`src/rtl/in_port_debounce_if.sv`:
```
// Input-port bundle between the raw switch/tick sources and the debounce stage.
// The debounce stage is the slave; the switch/tick side is the master.
interface in_port_debounce_if #(
  parameter int WIDTH = 4
);
  logic [WIDTH-1:0] pin;
  logic             cpu_tick;
  logic [WIDTH-1:0] stable;
  logic [WIDTH-1:0] qd;
  logic             changed;

  modport master (
    output pin,
    output cpu_tick,
    input  stable,
    input  qd,
    input  changed
  );

  modport slave (
    input  pin,
    input  cpu_tick,
    output stable,
    output qd,
    output changed
  );
endinterface

```
`src/rtl/in_port_debounce.sv`:
```
// TD4 input port: two-flop synchroniser, per-bit debounce counters, and a
// CPU-tick-aligned holding register feeding the data selector's IN leg.
module in_port_debounce #(
  parameter int WIDTH           = 4,
  parameter int DEBOUNCE_CYCLES = 16
) (
  input logic               CLK,
  input logic               RST,
  in_port_debounce_if.slave bus
);
  localparam int              CNT_W   = $clog2(DEBOUNCE_CYCLES + 1);
  localparam logic [CNT_W-1:0] CNT_MAX = CNT_W'(DEBOUNCE_CYCLES - 1);

  logic [WIDTH-1:0] r_s1;
  logic [WIDTH-1:0] r_s2;
  logic [WIDTH-1:0] r_stable;
  logic [WIDTH-1:0] r_qd;
  logic [CNT_W-1:0] r_cnt [WIDTH];
  logic             r_flipSeen;
  logic             r_changed;
  logic [WIDTH-1:0] w_flip;

  // A bit flips on the edge where it still disagrees and has already disagreed for the full window.
  always_comb begin
    w_flip = '0;
    for (int i = 0; i < WIDTH; i++) begin
      w_flip[i] = (r_s2[i] != r_stable[i]) && (r_cnt[i] == CNT_MAX);
    end
  end

  always_ff @(posedge CLK or posedge RST) begin
    if (RST) begin
      r_s1       <= '0;
      r_s2       <= '0;
      r_stable   <= '0;
      r_qd       <= '0;
      r_flipSeen <= 1'b0;
      r_changed  <= 1'b0;
      for (int i = 0; i < WIDTH; i++) begin
        r_cnt[i] <= '0;
      end
    end else begin
      r_s1 <= bus.pin;
      r_s2 <= r_s1;
      for (int i = 0; i < WIDTH; i++) begin
        if (r_s2[i] == r_stable[i]) begin
          r_cnt[i] <= '0;
        end else if (w_flip[i]) begin
          r_stable[i] <= r_s2[i];
          r_cnt[i]    <= '0;
        end else begin
          r_cnt[i] <= r_cnt[i] + CNT_W'(1);
        end
      end
      // The pulse lands one edge after the flip, so it is seen alongside the new stable value.
      r_flipSeen <= |w_flip;
      r_changed  <= r_flipSeen;
      if (bus.cpu_tick) begin
        r_qd <= r_stable;
      end
    end
  end

  assign bus.stable  = r_stable;
  assign bus.qd      = r_qd;
  assign bus.changed = r_changed;
endmodule

```
`src/flat_wrapper.sv`:
```
// flat-port wrapper written by rule: the top's interface ports become plain ports
module in_port_debounce_flat 
#(
  parameter int WIDTH           = 4,
  parameter int DEBOUNCE_CYCLES = 16
)
  (CLK, RST, bus_pin, bus_cpu_tick, bus_stable, bus_qd, bus_changed);
  in_port_debounce_if #(.WIDTH(WIDTH)) bus_i ();
  input logic CLK;
  input logic RST;
  input wire logic [$bits(bus_i.pin)-1:0] bus_pin;
  input wire logic [$bits(bus_i.cpu_tick)-1:0] bus_cpu_tick;
  output wire logic [$bits(bus_i.stable)-1:0] bus_stable;
  output wire logic [$bits(bus_i.qd)-1:0] bus_qd;
  output wire logic [$bits(bus_i.changed)-1:0] bus_changed;
  assign bus_i.pin = bus_pin;
  assign bus_i.cpu_tick = bus_cpu_tick;
  assign bus_stable = bus_i.stable;
  assign bus_qd = bus_i.qd;
  assign bus_changed = bus_i.changed;
  in_port_debounce #(.WIDTH(WIDTH), .DEBOUNCE_CYCLES(DEBOUNCE_CYCLES)) u_core (.CLK(CLK), .RST(RST), .bus(bus_i));
endmodule
```
`config.mk`:
```
export PLATFORM = sky130hd
export DESIGN_NAME = in_port_debounce_flat
export DESIGN_NICKNAME = d
export VERILOG_FILES = /design/src/rtl/in_port_debounce_if.sv /design/src/rtl/in_port_debounce.sv /design/src/flat_wrapper.sv
export SDC_FILE = /design/constraint.sdc
export NUM_CORES = 1
export LEC_CHECK = 0
export ABC_AREA = 1
export CAP_MARGIN = 30
export CELL_PAD_IN_SITES_DETAIL_PLACEMENT = 1
export CELL_PAD_IN_SITES_GLOBAL_PLACEMENT = 2
export CORE_MARGIN = 2
export CORE_UTILIZATION = 34
export DETAILED_ROUTE_END_ITERATION = 8
export PLACE_DENSITY_LB_ADDON = 0.1
export SETUP_SLACK_MARGIN = 0.05
export SLEW_MARGIN = 40
export SYNTH_ARGS = -nofsm -noshare
export SYNTH_HDL_FRONTEND = slang
export SYNTH_SLANG_ARGS = --single-unit
```
`constraint.sdc`:
```
create_clock -name CLK -period 1.3 [get_ports CLK]
set_input_delay 0.26 -clock CLK [delete_from_list [all_inputs] [get_ports CLK]]
set_output_delay 0.26 -clock CLK [all_outputs]
set_load 0.01 [all_outputs]
```
# == Word level (Yosys, flattened, before mapping) ==
# Cells that the tools add are included.
# classes
bitwise,4
mul,0
n_addsub,4
n_shift,0
magnitude_cmp,0
mux,8
n_reduce_logical,9
eq_ne,12
n_div,0
# ops
cell,count
5-bit 2-to-1 mux,8
"5-bit by 1-bit adder with 5-bit output, second input constant",4
"5-bit by 4-bit == test with 1-bit output, second input constant",4
2-bit AND reduction,4
1-bit == test,4
1-bit logical AND,4
1-bit inequality test,4
1-bit NOT,4
4-bit OR reduction,1
# word_totals
register_bits,38
latch_bits,0
mem_bits_ro,0
wordCells,50
input_bits,7
memories,0
output_inout_bits,9
ramBits,0

# == Logic depth before layout (Yosys ltp) ==
# Gate-level depths: netlist (run 1).
# logic_depth
depth_word,4
mapped_depth,7
mapped_depth_nobuf,7

# == Least setup slack after synthesis (run 1) ==
# No wires, ideal clock.
# synth_path
path_kind,reg2reg
startpoint,reg u_core.r_cnt[5] (netlist name)
endpoint,reg u_core.r_flipSeen
arrival_time_ns,0.935
n_path_buf,0
required_time_ns,1.181
period_less_slack_ns,1.054
setup_ns,0.119
stages_incl_launch_ff,8
path_slack_ns,0.246
path_cell_list,dfrtp_1 -> ha_1 -> nand2_1 -> inv_1 -> nand3_1 -> nor2_1 -> nor2_1 -> nand2_1
# synth_between
elab_chain_len,3
# synth_lines
item,line_no,source
start: declaration,in_port_debounce.sv:18,logic [CNT_W-1:0] r_cnt [WIDTH];
start signal: indexed assignment,in_port_debounce.sv:52,r_cnt[i] <= r_cnt[i] + CNT_W'(1);
5-bit by 4-bit == test with 1-bit output,in_port_debounce.sv:27,w_flip[i] = (r_s2[i] != r_stable[i]) && (r_cnt[i] == CNT_MAX);
1-bit logical AND,in_port_debounce.sv:27,
4-bit OR reduction,in_port_debounce.sv:56,r_flipSeen <= |w_flip;
end signal: assignment,in_port_debounce.sv:56,
end: declaration,in_port_debounce.sv:19,logic r_flipSeen;
# Every way passes these cells.
# A chain may end at the register's enable or synchronous reset.

# == Worst setup path in the final report (run 1) ==
# layout_path
startpoint,reg u_core.r_qd[1] (netlist: u_core.bus.qd[1])
endpoint,out bus_qd[1]
# layout_lines
item,line_no,source
start: declaration,in_port_debounce.sv:17,logic [WIDTH-1:0] r_qd;
start signal: assignment,in_port_debounce.sv:59,r_qd <= r_stable;
end: declaration,flat_wrapper.sv:14,output wire logic [$bits(bus_i.qd)-1:0] bus_qd;
# No word-level cell between the ends.

==> summary.md, run 1 <==
The global-route track usage on met1 is 0.1793, and the wire length of the first global-routing pass is 5644 µm. The run gives 0 as the reported max-cap violation count. The die covers 5116 µm². The area overhead of the layout relative to synthesis works out to 22.84%. For the worst-skew pair, the clock arrives at the later sink with an insertion delay of 0.29 ns. The top cell types in the final layout, fill and taps aside, are sky130_fd_sc_hd__dfrtp_1, sky130_fd_sc_hd__inv_1, sky130_fd_sc_hd__nor2_1, sky130_fd_sc_hd__nand2_1, sky130_fd_sc_hd__nand3_1.

The most frequent standard cell in the layout excluding fill and tap cells is sky130_fd_sc_hd__dfrtp_1. The run gives 0 as the count of endpoints failing hold in the final timing report. The horizontal extent of the die came out at 71.53 µm. For the met3 usage, the log shows 0.03938.

The CTS H-tree depth is 2, and the number of nets produced by synthesis is 178. The post-layout instance count excluding filler cells was 243; the number of warnings printed during yosys synthesis was 0. The I/O pin total was 16; the mux share of post-synthesis cell area was 0. The antenna diode count was 0; the setup clock skew after layout was 0.006160 ns. Largest net degree at the start of global routing: 39.

For this design, the slowest cell found on the critical path is sky130_fd_sc_hd__dfrtp_1. Share of synthesized cell area in and, or, nand and nor gates: 0.2421. The signal on the critical path passes through dlygate4sd2_1. Final cell utilization of the core: 0.4344. The worst setup path is of the reg -> out kind.

The cell type group with the largest total delay on the critical path was flip-flops. The peak supply drop was 719.1 µV. Dividing the detail-routed wire length by the instance count gives 12.71 µm. The buffer levels on the longest clock path is 2, and the clock period minus final worst setup slack is 1.204 ns. The sum of overflow across all layers after global routing is 0, and the maximum cell stage delay along the critical path is 0.38 ns. The region available for standard cell placement spans 4384 µm². Initial DRC count: 28.

Of all nets on the critical path, the largest fanout is 2. The number of global-route vias before repair was 1,217; the slew of the pin with the lowest slew margin was 0.3434 ns. The compound-gate portion of the synthesized area is 0.03551, and the instance count on the critical path is 1. The run finished with clean final reports. The share of synthesized cell area in full adder, half adder and majority cells was 0.03228.

Once detail routing completed, the nets flagged for antenna violations numbered 0. The master cell of the clock root buffer is sky130_fd_sc_hd__clkbuf_8. Once layout is done, the placed cells without fillers occupy 1904 µm². The number of synthesized register bits was 38; the total placed instance area was 1780 µm².

The post-route fraction of the period consumed by the critical path was 0.9261; the share of the synthesized netlist area taken by xor and xnor gates was 0. The synthesized netlist occupies a cell area of 1550 µm². Synthesis produced 167 cells.

The mean instance size in the synthesized netlist was 9.283 µm²; the number of clock sinks was 38. The headroom to the max-slew limit was 0.7704; the routability congestion estimate from global placement was 0.7598. The run gives 17 as the number of library cell types mapped by synthesis.

After filler insertion, the fill cell instance count of the layout stands at 510. The proportion of layout cells with a drive suffix above 1 works out to 0.1152. For this design the ratio of total power to cell area is 1171 nW/µm². The number of placed instances, taps included was 234. Counting the buffers created by CTS gives 5. In the final design database the tool counted 203 nets. The global routing usage on met2 is 0.2397. TritonCTS built the clock tree. The total buffers and inverters traversed by the critical path was 1.

The y dimension of the die works out to 71.53 µm. For the multi-input gate area in the final layout, the log shows 503.0 µm². STA classifies the critical path endpoint as a primary output.

The worst setup path is launched from a flip-flop. For this block, the routed nets add up to 3089 µm of wire. The number of slew-limit violations in the final report is 0. The post-CTS clock slew at the launch and capture registers of the worst setup and hold paths is 0.07 ns. For this run, design rule violations remaining after detail routing come to 0.

Busiest layer in global routing: met2. Static timing analysis puts the maximum clock frequency at 830.6 MHz. Effective utilization at floorplan: 0.3536. Setup repair after global routing left no endpoint under its margin. The run gives 0.6134 as the sequential fraction of the synthesis area. The worst min-delay path category was in -> async. In this run the core area contains 24 standard-cell rows. By area, the combinational part of the netlist is dominated by simple AND/OR/NAND/NOR gates. The pre-antenna-repair detailed-routing pass consisted of 4 iterations. The sequential cells in the finished layout cover a total of 950.9 µm². For the count of vias placed by the detailed router, the log shows 1,134. The number of cell instances on the worst register-to-register path is 6.

In the routed layout, each cell is associated on average with a via count of 4.667. At the worst endpoint, the required time is 1.04 ns. The global-route total usage across every layer came out at 0.1462. The final number of setup-violating endpoints was 0; the number of buffers inserted for hold repair after clock tree synthesis was 0. After legalization and detailed placement, the total HPWL measured 2290 µm. For this design the static power due to leakage is 1.006 nW. Number of antenna violations at the first check in global routing: 0.

Buffers placed on the I/O ports in this run total 15. The endpoint arrival time on the critical path is 0.94 ns.
-- timing repair --
item | in CTS | in global routing
setup endpoints to repair | 9 | 11
pin swaps | 0 | 4
buffers inserted | 1 | 2
gates resized for setup | 9 | 11
-- synthesized netlist by cell type --
| library cell | count | area share |
|---|---|---|
| sky130_fd_sc_hd__nand3b_1 | 3 | 0.015 |
| sky130_fd_sc_hd__nand4_1 | 1 | 0.0040 |
| sky130_fd_sc_hd__nand2_1 | 28 | 0.068 |
| sky130_fd_sc_hd__nand3_1 | 13 | 0.042 |
| sky130_fd_sc_hd__a21oi_1 | 4 | 0.013 |
| sky130_fd_sc_hd__nand2_2 | 3 | 0.012 |
| sky130_fd_sc_hd__nor3_1 | 1 | 0.0032 |
| sky130_fd_sc_hd__o21ai_1 | 1 | 0.0032 |
| sky130_fd_sc_hd__inv_1 | 29 | 0.070 |
| sky130_fd_sc_hd__nor2_1 | 29 | 0.070 |
| sky130_fd_sc_hd__ha_1 | 4 | 0.032 |
| sky130_fd_sc_hd__o21ai_0 | 6 | 0.019 |
| sky130_fd_sc_hd__dfrtp_1 | 38 | 0.61 |
| sky130_fd_sc_hd__clkinv_2 | 1 | 0.0032 |
| sky130_fd_sc_hd__nor2_2 | 3 | 0.012 |
| sky130_fd_sc_hd__buf_2 | 1 | 0.0032 |
| sky130_fd_sc_hd__nand4_2 | 2 | 0.016 |
-- kinds of logic after synthesis --
kind of cell	count (synthesis)
buffers and inverters	31
adder cells (fa/ha/maj)	4
AND/OR/NAND/NOR	83
AO/OA/AOI/OAI	11
flip-flops	38
-- where the power goes --
group	internal, mW	switching (mW)
Sequential	1.23	0.0368
Clock	0.409	0.384
Combinational	0.0752	0.0925
-- layer usage --
metal,up-vias,part of all wire
li1,558,-
met3,6,0.039
met4,0,0.019
met2,17,0.49
met1,553,0.46
met5,-,0
-- per-stage QoR --
step	setup TNS [ns]	setup WS, ns	power [mW]	hold slack, ns
floorplan	0	0.1791	1.381	0.2914
global placement	0	0.03916	1.449	0.3354
detailed placement	-0.007077	-0.007077	1.460	0.3371
CTS	0	0.04408	2.260	0.3467
global route	0	0.05032	2.356	0.3495
finish	0	0.09601	2.230	0.3326
-- tightest hold or removal path, stage by stage --
cell	delay, ns
sky130_fd_sc_hd__clkdlybuf4s50_1	0.40
sky130_fd_sc_hd__inv_1	0.10
sky130_fd_sc_hd__buf_12	0.23
-- layout make-up --
class,count,area share
clock buffers,6,0.04336
multi-input cells,98,0.2641
repair buffers,19,0.09921
well taps,52,0.03417
inverters,30,0.05979
flip-flops and latches,38,0.4993
-- final timing paths --
kind | from | endpoint | slack, ns
max | u_core.bus.qd[1] | bus_qd[1] | 0.1
max reg2reg | u_core.r_cnt[5] | u_core.bus.stable[2] | 0.15
min reg2reg | u_core.r_s1[1] | u_core.r_s2[1] | 0.34
min in group CLK | u_core.r_s1[1] | u_core.r_s2[1] | 0.34
max in group asynchronous | RST | u_core.r_s1[0] | 0.78
min | RST | u_core.r_cnt[2] | 0.33
-- sequential cells by signal, summed over array words and instances, names as in the netlist --
| name | flops |
|---|---|
| u_core.bus.changed | 1 |
| u_core.bus.qd | 4 |
| u_core.r_cnt | 20 |
| u_core.r_s2 | 4 |
| u_core.bus.stable | 4 |
| u_core.r_flipSeen | 1 |
| u_core.r_s1 | 4 |
Power figures use the tool's default switching activity.
==> run 2: changes to the inputs <==
--- a/config.mk
+++ b/config.mk
@@ -6,7 +6,7 @@
 export NUM_CORES = 1
 export LEC_CHECK = 0
 export ABC_AREA = 1
-export CAP_MARGIN = 30
+export CAP_MARGIN = 25
 export CELL_PAD_IN_SITES_DETAIL_PLACEMENT = 1
 export CELL_PAD_IN_SITES_GLOBAL_PLACEMENT = 2
 export CORE_MARGIN = 2
@@ -14,6 +14,7 @@
 export DETAILED_ROUTE_END_ITERATION = 8
 export PLACE_DENSITY_LB_ADDON = 0.1
 export SETUP_SLACK_MARGIN = 0.05
+export SKIP_LAST_GASP = 1
 export SLEW_MARGIN = 40
 export SYNTH_ARGS = -nofsm -noshare
 export SYNTH_HDL_FRONTEND = slang
==> constraint.sdc (replaced) <==
create_clock -name CLK -period 1.31 [get_ports CLK]
set_input_delay 0.262 -clock CLK [delete_from_list [all_inputs] [get_ports CLK]]
set_output_delay 0.262 -clock CLK [all_outputs]
set_load 0.01 [all_outputs]
==> summary.md, run 2 (synthesis gave the netlist of run 1 again) <==
The run finished with clean final reports. The number of clock sinks was 38. The critical path ends at bus_stable[2]. For the detailed-route DRC error count, the log shows 0. The post-route fraction of the period consumed by the critical path was 0.9485; the CTS H-tree depth was 2.

The switching power of the nets was 0.5017 mW. During placement, the flow inserted port buffers numbering 15. The first TritonRoute pass finished after 4 iterations. The largest single stage delay on the critical path is 0.41 ns. Row generation in the floorplan step produced 24 rows. The highest clock rate was 804.8 MHz. The tree is rooted in a sky130_fd_sc_hd__clkbuf_8. Hold repair after CTS inserted 0 buffers. The clock insertion delay at the later pin of the skew report came out at 0.28 ns. Setup repair after global routing could not meet its margin everywhere. The first global-routing pass estimated 5768 µm of wire. The number of global-route vias before repair was 1,333. Fill cells in the final layout number 528.

For the clock network fraction of total power, the log shows 0.355. The slew of the pin with the lowest slew margin is 0.3674 ns, and the setup clock skew after layout is 0.007841 ns. The tools report the fraction of power consumed by sequential logic as 0.572. Count of endpoints failing hold in the final timing report: 0. The number of flip-flops under the largest register name is 20. Among cell families on the critical path, the largest total delay comes from flip-flops. In this run the critical register-to-register path is launched from u_core.r_cnt[5].

The clock passes through at most 2 buffers. Multi-input gate area in the final layout: 496.7 µm². The cell at the slowest stage of the critical path is sky130_fd_sc_hd__dfrtp_1. The number of slew-limit violations in the final report is 0, and the proportion of layout cells with a drive suffix above 1 is 0.1053.

The endpoint arrival time on the critical path is 0.98 ns. Tracing the worst setup path back leads to its startpoint at u_core.bus.stable[2]. In the layout the commonest cells are sky130_fd_sc_hd__dfrtp_1, sky130_fd_sc_hd__inv_1, sky130_fd_sc_hd__nor2_1. The detail route stage leaves a number of antenna-violating nets equal to 0.

The logs give 2300 µm for the detailed placer's ending HPWL and 0.7543 for the headroom to the max-slew limit. The number of cell instances on the worst register-to-register path came out at 6. Along the worst path, the maximum fanout reaches 4. The worst setup path is of the reg -> out kind.

The library cell used most frequently in the layout, excluding fill and tap cells, is sky130_fd_sc_hd__dfrtp_1. Traced cell by cell, the critical path runs through dlygate4sd2_1. The number of buffers created by CTS is 5, and the total power density per cell area is 1168 nW/µm².

I/O pin total: 16. The sum of overflow across all layers after global routing was 0; the instance count on the critical path was 1. In the final timing run, aggregate negative setup slack is 0 ns.

At the end of routability-driven placement, the weighted congestion stood at 0.7617. For this run, the number of standard cells in the final layout without fillers is 242. Entering global routing, the biggest net connects 39 pins.

For the design internal power, the log shows 1.697 mW. IR analysis of the VDD net gives a maximum drop of 581.6 µV. Summed over all layers, the routed wires come to 3189 µm.

The net count of the finished layout is 202. STA classifies the critical path endpoint as a primary output. The worst min-delay path category is in -> async. Measured along the y axis, the die boundary spans 71.53 µm. The worst register-to-register path ends at u_core.bus.stable[2]. The data required time of the critical path was 1.05 ns.

Total buffers and inverters traversed by the critical path: 1. 0 antenna diodes ended up in the layout. The average vias per placed instance is 4.756, and the sequential cell area is 950.9 µm². The clock period minus final worst setup slack works out to 1.243 ns. The worst setup path is launched from a flip-flop. The run gives 0.3536 as the effective utilization at floorplan. In this run, placement finished with an instance count of 234. The post-CTS clock slew at the launch and capture registers of the worst setup and hold paths is 0.07 ns.

The switching share of power was 0.2282; the reported max-cap violation count was 0. Setup violations remaining at the end of the flow were counted as 0. The initial DRC count is 34. The area overhead of the layout relative to synthesis came out at 21.47%. The worst register-to-register path has a setup slack of 0.12 ns. TritonCTS built the clock tree. In this run the standard cell core region covers 4384 µm². The run gives 0.1473 as the global-route total usage across every layer.

For the logic gate share of total power, the log shows 0.073. The register with the most flip-flops in the final layout is u_core.r_cnt. Summed over all cells, the static leakage comes to 0.9877 nW. The die covers 5116 µm². The number of antenna violations at the first check in global routing is 0, and the per-cell routed wire length is 13.18 µm.

The die is 71.53 µm wide. The count of vias placed by the detailed router was 1,151.
==> run 2: power groups by stage <==
stage          clock network [mW]  registers, mW  logic, mW
2_1_floorplan                   0           1.27     0.0953
3_3_place_gp                    0           1.28      0.163
3_5_place_dp                    0           1.28      0.170
4_1_cts                     0.821           1.26      0.165
5_1_grt                     0.879           1.26      0.188
6_report                    0.780           1.26      0.160
==> run 2: timing repair <==
action	CTS	global route
setup buffers	0	2
pin swaps	0	3
resized for setup	9	8
endpoints found under the setup margin	9	9
==> run 2: final cells by class <==
class | count | share of cell area
inverter | 30 | 0.06046
clock buffer | 6 | 0.04385
tap | 52 | 0.03455
sequential | 38 | 0.5050
multi-input combinational | 98 | 0.2638
timing repair buffer | 18 | 0.09236
==> run 2: worst min-delay path by stage <==
stage,start,endpoint,slack (ns),cells past startpoint
floorplan,bus_pin[0],u_core.r_s1[0],0.29,0
global placement,u_core.r_s1[0],u_core.r_s2[0],0.34,0
detailed placement,u_core.r_s1[0],u_core.r_s2[0],0.34,0
CTS,RST,u_core.bus.qd[3],0.34,3
global route,RST,u_core.bus.qd[3],0.35,3
finish,RST,u_core.bus.qd[3],0.33,3
==> run 2: routing by layer <==
layer / track usage / share of wire / wire (µm)
met2: 0.2582 / 0.51 / 1641
met5: 0 / 0 / 0
met3: 0.05204 / 0.036 / 114
met1: 0.1700 / 0.44 / 1417
met4: 0.04193 / 0.0053 / 17
==> run 2: per-stage QoR <==
step / util / power (mW) / hold slack [ns] / setup slack [ns] / instance area, µm²
after global placement: 0.4061 / 1.438 / 0.3356 / 0.04295 / 1780
after global routing: 0.4295 / 2.332 / 0.3531 / 0.01471 / 1883
after CTS: 0.4224 / 2.242 / 0.3426 / 0.03721 / 1852
after floorplan: - / 1.370 / 0.2934 / 0.1871 / 1550
after detailed placement: 0.4061 / 1.450 / 0.3358 / 0.03226 / 1780
final: 0.4295 / 2.198 / 0.3333 / 0.06747 / 1883
==> run 3: changes to the inputs <==
--- a/config.mk
+++ b/config.mk
@@ -5,12 +5,11 @@
 export SDC_FILE = /design/constraint.sdc
 export NUM_CORES = 1
 export LEC_CHECK = 0
-export ABC_AREA = 1
 export CAP_MARGIN = 25
 export CELL_PAD_IN_SITES_DETAIL_PLACEMENT = 1
 export CELL_PAD_IN_SITES_GLOBAL_PLACEMENT = 2
 export CORE_MARGIN = 2
-export CORE_UTILIZATION = 34
+export CORE_UTILIZATION = 38
 export DETAILED_ROUTE_END_ITERATION = 8
 export PLACE_DENSITY_LB_ADDON = 0.1
 export SETUP_SLACK_MARGIN = 0.05
==> summary.md, run 3 <==
The logs give 22 for the initial DRC count and -0.08209 ns for the worst-case setup margin in the final layout. The worst min-delay path category was in -> async. The number of synthesized register bits is 38. The number of buffers inserted by port buffering was 15. For the global-route total usage across every layer, the log shows 0.1629.

The number of antenna violations at the first check in global routing is 0. The post-route fraction of the period consumed by the critical path works out to 1.063. TritonCTS built the clock tree. Mean instance size in the synthesized netlist: 13.34 µm².

The highest clock rate was 718.3 MHz. Number of placed instances, taps included: 193. The tools report the detailed placer's ending HPWL as 1964 µm. Compared with the post-synthesis result, the final layout area differs by 49.70%. Startpoint type of the worst setup path: a flip-flop. The logs give 214 for the post-layout instance count excluding filler cells and 0 for the number of warnings printed during yosys synthesis. The average vias per placed instance is 4.752.

The floorplan has 22 rows. Ranked by instance count, the synthesized netlist is headed by sky130_fd_sc_hd__dfrtp_1, sky130_fd_sc_hd__nor2_1, sky130_fd_sc_hd__mux2_2, sky130_fd_sc_hd__nand3_1, sky130_fd_sc_hd__xor2_1. Buffers inserted during clock tree synthesis total 5. The sequential cell area was 955.9 µm²; the per-cell routed wire length was 15.45 µm. The number of global-route vias before repair came out at 1,091. The most flop-heavy register was u_core.r_cnt. After global routing the overflow that remains totals 0.

Among all flip-flop cells after synthesis, the most frequent one is sky130_fd_sc_hd__dfrtp_1. In this design, the stage delay of the slowest critical-path cell is 0.52 ns. For the routability congestion estimate from global placement, the log shows 0.7246.

Ranked by total cell area, the synthesized netlist is headed by sky130_fd_sc_hd__dfrtp_1, sky130_fd_sc_hd__mux2_2, sky130_fd_sc_hd__nor2_1. The run gives 0 as the count of nets left with antenna violations after detail routing. The post-layout total power came out at 2.325 mW. After technology mapping, the gate count stands at 110. The proportion of layout cells with a drive suffix above 1 was 0.4398. Leaving out fill and tap cells, the most frequent cell in the layout is sky130_fd_sc_hd__dfrtp_1.

The worst setup path is captured at a flip-flop. For the number of nets at the end of the flow, the log shows 176. For this block, the via count after detailed routing is 1,017. The critical path is of the reg -> reg type. The number of antenna diodes in the final layout is 0. The sequential fraction of the synthesis area is 0.6479, and the post-CTS clock slew at the launch and capture registers of the worst setup and hold paths is 0.07 ns. Data on the critical path arrives at its endpoint at 1.56 ns. The logs give 0 for the count of endpoints failing hold in the final timing report and 4375 µm² for the die area. The proportion of netlist area held by the largest area contributor works out to 0.6479.

The wire length of the first global-routing pass was 5099 µm. For the CTS H-tree depth, the log shows 2. The total wire length after detailed routing came out at 3307 µm. The flow ran to the end, but the final reports show violations.

In this run the worst setup path begins at u_core.r_s2[3]. The cell family contributing the most delay on the critical path is simple AND/OR/NAND/NOR gates. 16 I/O pins were placed.

The fraction of registers with async set/reset was 1.000; the headroom to the max-slew limit was 0.8325. The master cell of the clock root buffer was sky130_fd_sc_hd__clkbuf_8. For this design, the slowest cell found on the critical path is sky130_fd_sc_hd__or4_1. For this run, the detailed router's first-pass iteration total came to 2. The placeable core area was 3689 µm²; the number of flip-flops under the largest register name was 20. The reported max-cap violation count was 0; the peak supply drop was 713.2 µV.

Subtracting the final worst setup slack from the clock period gives 1.392 ns. Counting flops with a built-in enable in the synthesized netlist gives 0. The logs give 0.3979 for the effective utilization at floorplan and 19 for the number of library cell types mapped by synthesis. The die is 66.15 µm tall. After synthesis the cells add up to 1468 µm². The total buffers and inverters traversed by the critical path works out to 0.

The most common cell in the netlist was sky130_fd_sc_hd__dfrtp_1. For this design, the sink count on the clock tree is 38. In the routed design, unresolved DRC markers number 0.

Counting along the longest clock path gives a buffer depth of 2. Total power density per cell area: 1058 nW/µm². The source of the worst register-to-register timing path is u_core.r_s2[3].

The final reports fail on negative setup slack. The largest fanout of any net on the critical path came out at 2. Horizontal extent of the die: 66.15 µm. The slew of the pin with the lowest slew margin was 0.2496 ns.

In the layout the commonest cells are sky130_fd_sc_hd__dfrtp_1, sky130_fd_sc_hd__buf_4, sky130_fd_sc_hd__nor2_1. Summing all multi-input logic gate instances after layout gives 663.1 µm². The setup clock skew after layout is 0.006387 ns. Setup repair after global routing could not meet its margin everywhere. Traced cell by cell, the critical path runs through xnor2_2, nor3_4, or4_1.

The run gives 384 as the fill cell total of the finished layout. The leakage power is 1.058 nW, and the number of nets produced by synthesis is 121. The largest total area in the synthesized netlist belongs to sky130_fd_sc_hd__dfrtp_1. The largest net degree at the start of global routing came out at 39.

The later pin in the worst-skew pair is clocked with a latency of 0.29 ns. Data required time of the critical path: 1.48 ns. The tools report the final number of setup-violating endpoints as 3. The run gives 0 as the number of slew-limit violations in the final report.
[run 3: cell types whose count changed after synthesis, sizes merged, moves of 6 or more]
cell | previous run | this run
nand2 | 31 | 2
inv | 29 | 4
nor2 | 32 | 15
mux2 | 0 | 8
xnor2 | 0 | 8
xor2 | 0 | 6
[run 3: layout make-up]
cell class	count	area share
repair buffers	48	0.1874
well taps	48	0.02733
clock buffers	7	0.03929
multi-input cells	68	0.3018
flip-flops and latches	38	0.4351
inverters	4	0.006834
clock inverters	1	0.002278
[run 3: final timing paths]
check	cells past startpoint	endpoint	slack, ns
min in group CLK	0	u_core.r_s2[1]	0.35
worst max register to register	3	u_core.r_flipSeen	-0.08
worst min register to register	0	u_core.r_s2[1]	0.35
max in group asynchronous	3	u_core.r_s2[3]	0.78
worst max-delay path	3	u_core.r_flipSeen	-0.08
worst min-delay path	3	u_core.r_cnt[17]	0.33
[run 3: worst reg2reg max path: cells and delay by family, from the launching register on]
family,cells,cell delay [ns]
XOR/XNOR,1,0.24
AND/OR/NAND/NOR,2,0.60
flip-flops,1,0.43
[run 3: cells by family after synthesis]
logic type	Yosys count	share of synthesized area
adders and majority gates	4	0.03410
DFF	38	0.6479
and+or+nand+nor	38	0.1330
xor gates and xnor gates	14	0.09889
muxes	8	0.06138
buffers and inverters	4	0.01023
AOI/OAI and AO/OA	4	0.01449
[run 3: layer usage]
metal,vias to the layer above,GRT usage,routed length (µm),share of wire
li1,475,-,-,-
met1,527,0.1803,1235,0.37
met2,9,0.2900,1926,0.58
met3,6,0.04089,104,0.031
met4,0,0.07653,40,0.012
met5,-,0,0,0
[run 3: repair_timing]
item	in CTS	in global routing
pin swaps	7	8
gates resized for setup	27	16
setup endpoints to repair	20	16
endpoints found under the hold margin	0	0
hold buffers	0	0
buffers inserted	6	7
[run 3: where the power goes]
part           internal, mW  switching, mW  total [mW]
Combinational         0.134         0.0960       0.230
Clock                 0.424          0.406       0.830
Sequential             1.22         0.0469        1.26
[run 3: stage by stage]
step	setup TNS, ns	hold WS [ns]	cell area [µm²]	worst slack (ns)	util
floorplan	-0.01098	0.2934	1496	-0.01098	-
global placement	-0.1579	0.3327	1869	-0.03646	0.5068
detailed placement	-0.3784	0.3362	1869	-0.06503	0.5068
CTS	-0.3344	0.3399	2074	-0.1380	0.5624
global route	-0.3816	0.3436	2197	-0.1466	0.5957
finish	-0.1536	0.3264	2197	-0.08209	0.5957
==> RTL change, RTL diff (flow settings as in run 2) <==
Make the reset (`RST`) synchronous in one clocked block.
--- a/src/rtl/in_port_debounce.sv
+++ b/src/rtl/in_port_debounce.sv
@@ -29,5 +29,5 @@
   end
 
-  always_ff @(posedge CLK or posedge RST) begin
+  always_ff @(posedge CLK) begin
     if (RST) begin
       r_s1       <= '0;
Behaviour: no difference found for any inputs over 10 cycles, from zero or initial values and one cycle with RST high; that may be too few to reach the edited logic, so the function may still have changed.
==> RTL change against run 2 <==
  * The flow now finishes with violations (setup timing)
  * Via count is 9.2% higher
  * Design area is 29% higher
  * Critical path depth is 5 higher
  * Power is 12% higher
  * Combinational power is 37% higher
  * Area after synthesis is 2.6% higher
  * Global-route usage is 0.16 points lower
  * Wire length is 9.0% higher
  * Worst setup slack worse by 0.20 ns
  * Sequential cell count stayed put
  * Critical path type is now reg -> reg
  * Critical endpoint is now u_core.r_cnt[1][1]$_SDFFCE_PN0P_
==> RTL change: results (changes against run 2) <==
* Signal buffers at 42 (+24)
* Post CTS Setup Buffer Count at 6 (+6)
* M1 WL at 1430 µm (+0.99%)
* Layout clock buffer count at 8 (+2)
* GRT met2 Usage at 25.7% (-0.13 points)
* Clock-cell share of area at 4.55% (+0.16 points)
* First-pass GRT wire length at 5830 µm (+1.1%)
* Post-Synth XOR/XNOR Area at 3.30% (+3.3 points)
* Pin count of the biggest net entering global routing at 12 (-69%)
* Outcome: finished, violations left
* Synth top area cells: edfxtp_1, dfxtp_1, nor2_1
* Worst path slowest cell: edfxtp_1
* Final setup violation count at 23 (+23)
* Final worst clock skew at 0.00504 ns (-0.00281 ns)
* DP Worst Slack at -0.167 ns (-0.199 ns)
* Synth Flop Type: edfxtp_1
* Met1 usage at 16.6% (-0.39 points)
* Fin worst setup slack at -0.136 ns (-0.203 ns)
* Inverter count at 27 (-10%)
* Met3 Resource Use GR at 3.47% (-1.7 points)
* CTS resizes at 24 (+15)
* WL met3 at 130 µm (+14%)
* Vias in the first global route at 1365 (+2.4%)
* Fillcell total at 494 (-6.4%)
* Total global-route track usage at 14.6% (-0.16 points)
* Worst Setup SP: u_core.r_cnt[1][1]$_SDFFCE_PN0P_
* Failing checks: setup timing
* Most common library cells after synthesis: nor2_1, inv_1, edfxtp_1
* Area of the multi-input gates at 833 µm² (+68%)
* Routed wire length on met2 at 1860 µm (+13%)
RTL change: changes by cell type in the layout (fill, tap and decap cells not counted), moves of 5 or more:
| cell | delta |
|---|---|
| nand2_1 | -18 |
| nor2_4 | +5 |
| nand3_1 | -9 |
| nor2_2 | +8 |
| nor2_1 | -10 |
| edfxtp_1 | +20 |
| dfrtp_1 | -38 |
| dfxtp_1 | +17 |
| buf_4 | +23 |
| conb_1 | +20 |
RTL change: worst max-delay path: cells and delay by family (launching register included):
| kind | cells | cell delay, ns |
|---|---|---|
| and+or+nand+nor | 4 | 0.54 |
| DFF | 1 | 0.40 |
| adders and majority gates | 2 | 0.38 |
RTL change: stage by stage:
stage | power (µW) | hold WS, ns | cells | cell area (µm²) | TNS (ns)
4_1_cts | 2480 | 0.409 | 276 | 2270 | -1.68
5_1_grt | 2580 | 0.434 | 282 | 2420 | -3.48
3_3_place_gp | 1510 | 0.392 | 262 | 2050 | -2.05
2_1_floorplan | 1430 | 0.351 | 181 | 1730 | -0.350
3_5_place_dp | 1520 | 0.401 | 262 | 2050 | -2.97
6_report | 2460 | 0.406 | 282 | 2420 | -1.60
RTL change: how the worst max path moves through the flow:
stage                                             to  slack [ns]  depth (start not counted)
finish              u_core.r_cnt[1][1]$_SDFFCE_PN0P_       -0.14                          6
global route        u_core.r_cnt[1][2]$_SDFFCE_PN0P_       -0.21                          6
CTS                 u_core.r_cnt[3][2]$_SDFFCE_PN0P_       -0.14                          7
detailed placement  u_core.r_cnt[1][3]$_SDFFCE_PN0P_       -0.17                          5
global placement    u_core.r_cnt[1][0]$_SDFFCE_PN0P_       -0.13                          5
floorplan           u_core.r_cnt[3][2]$_SDFFCE_PN0P_       -0.05                          7
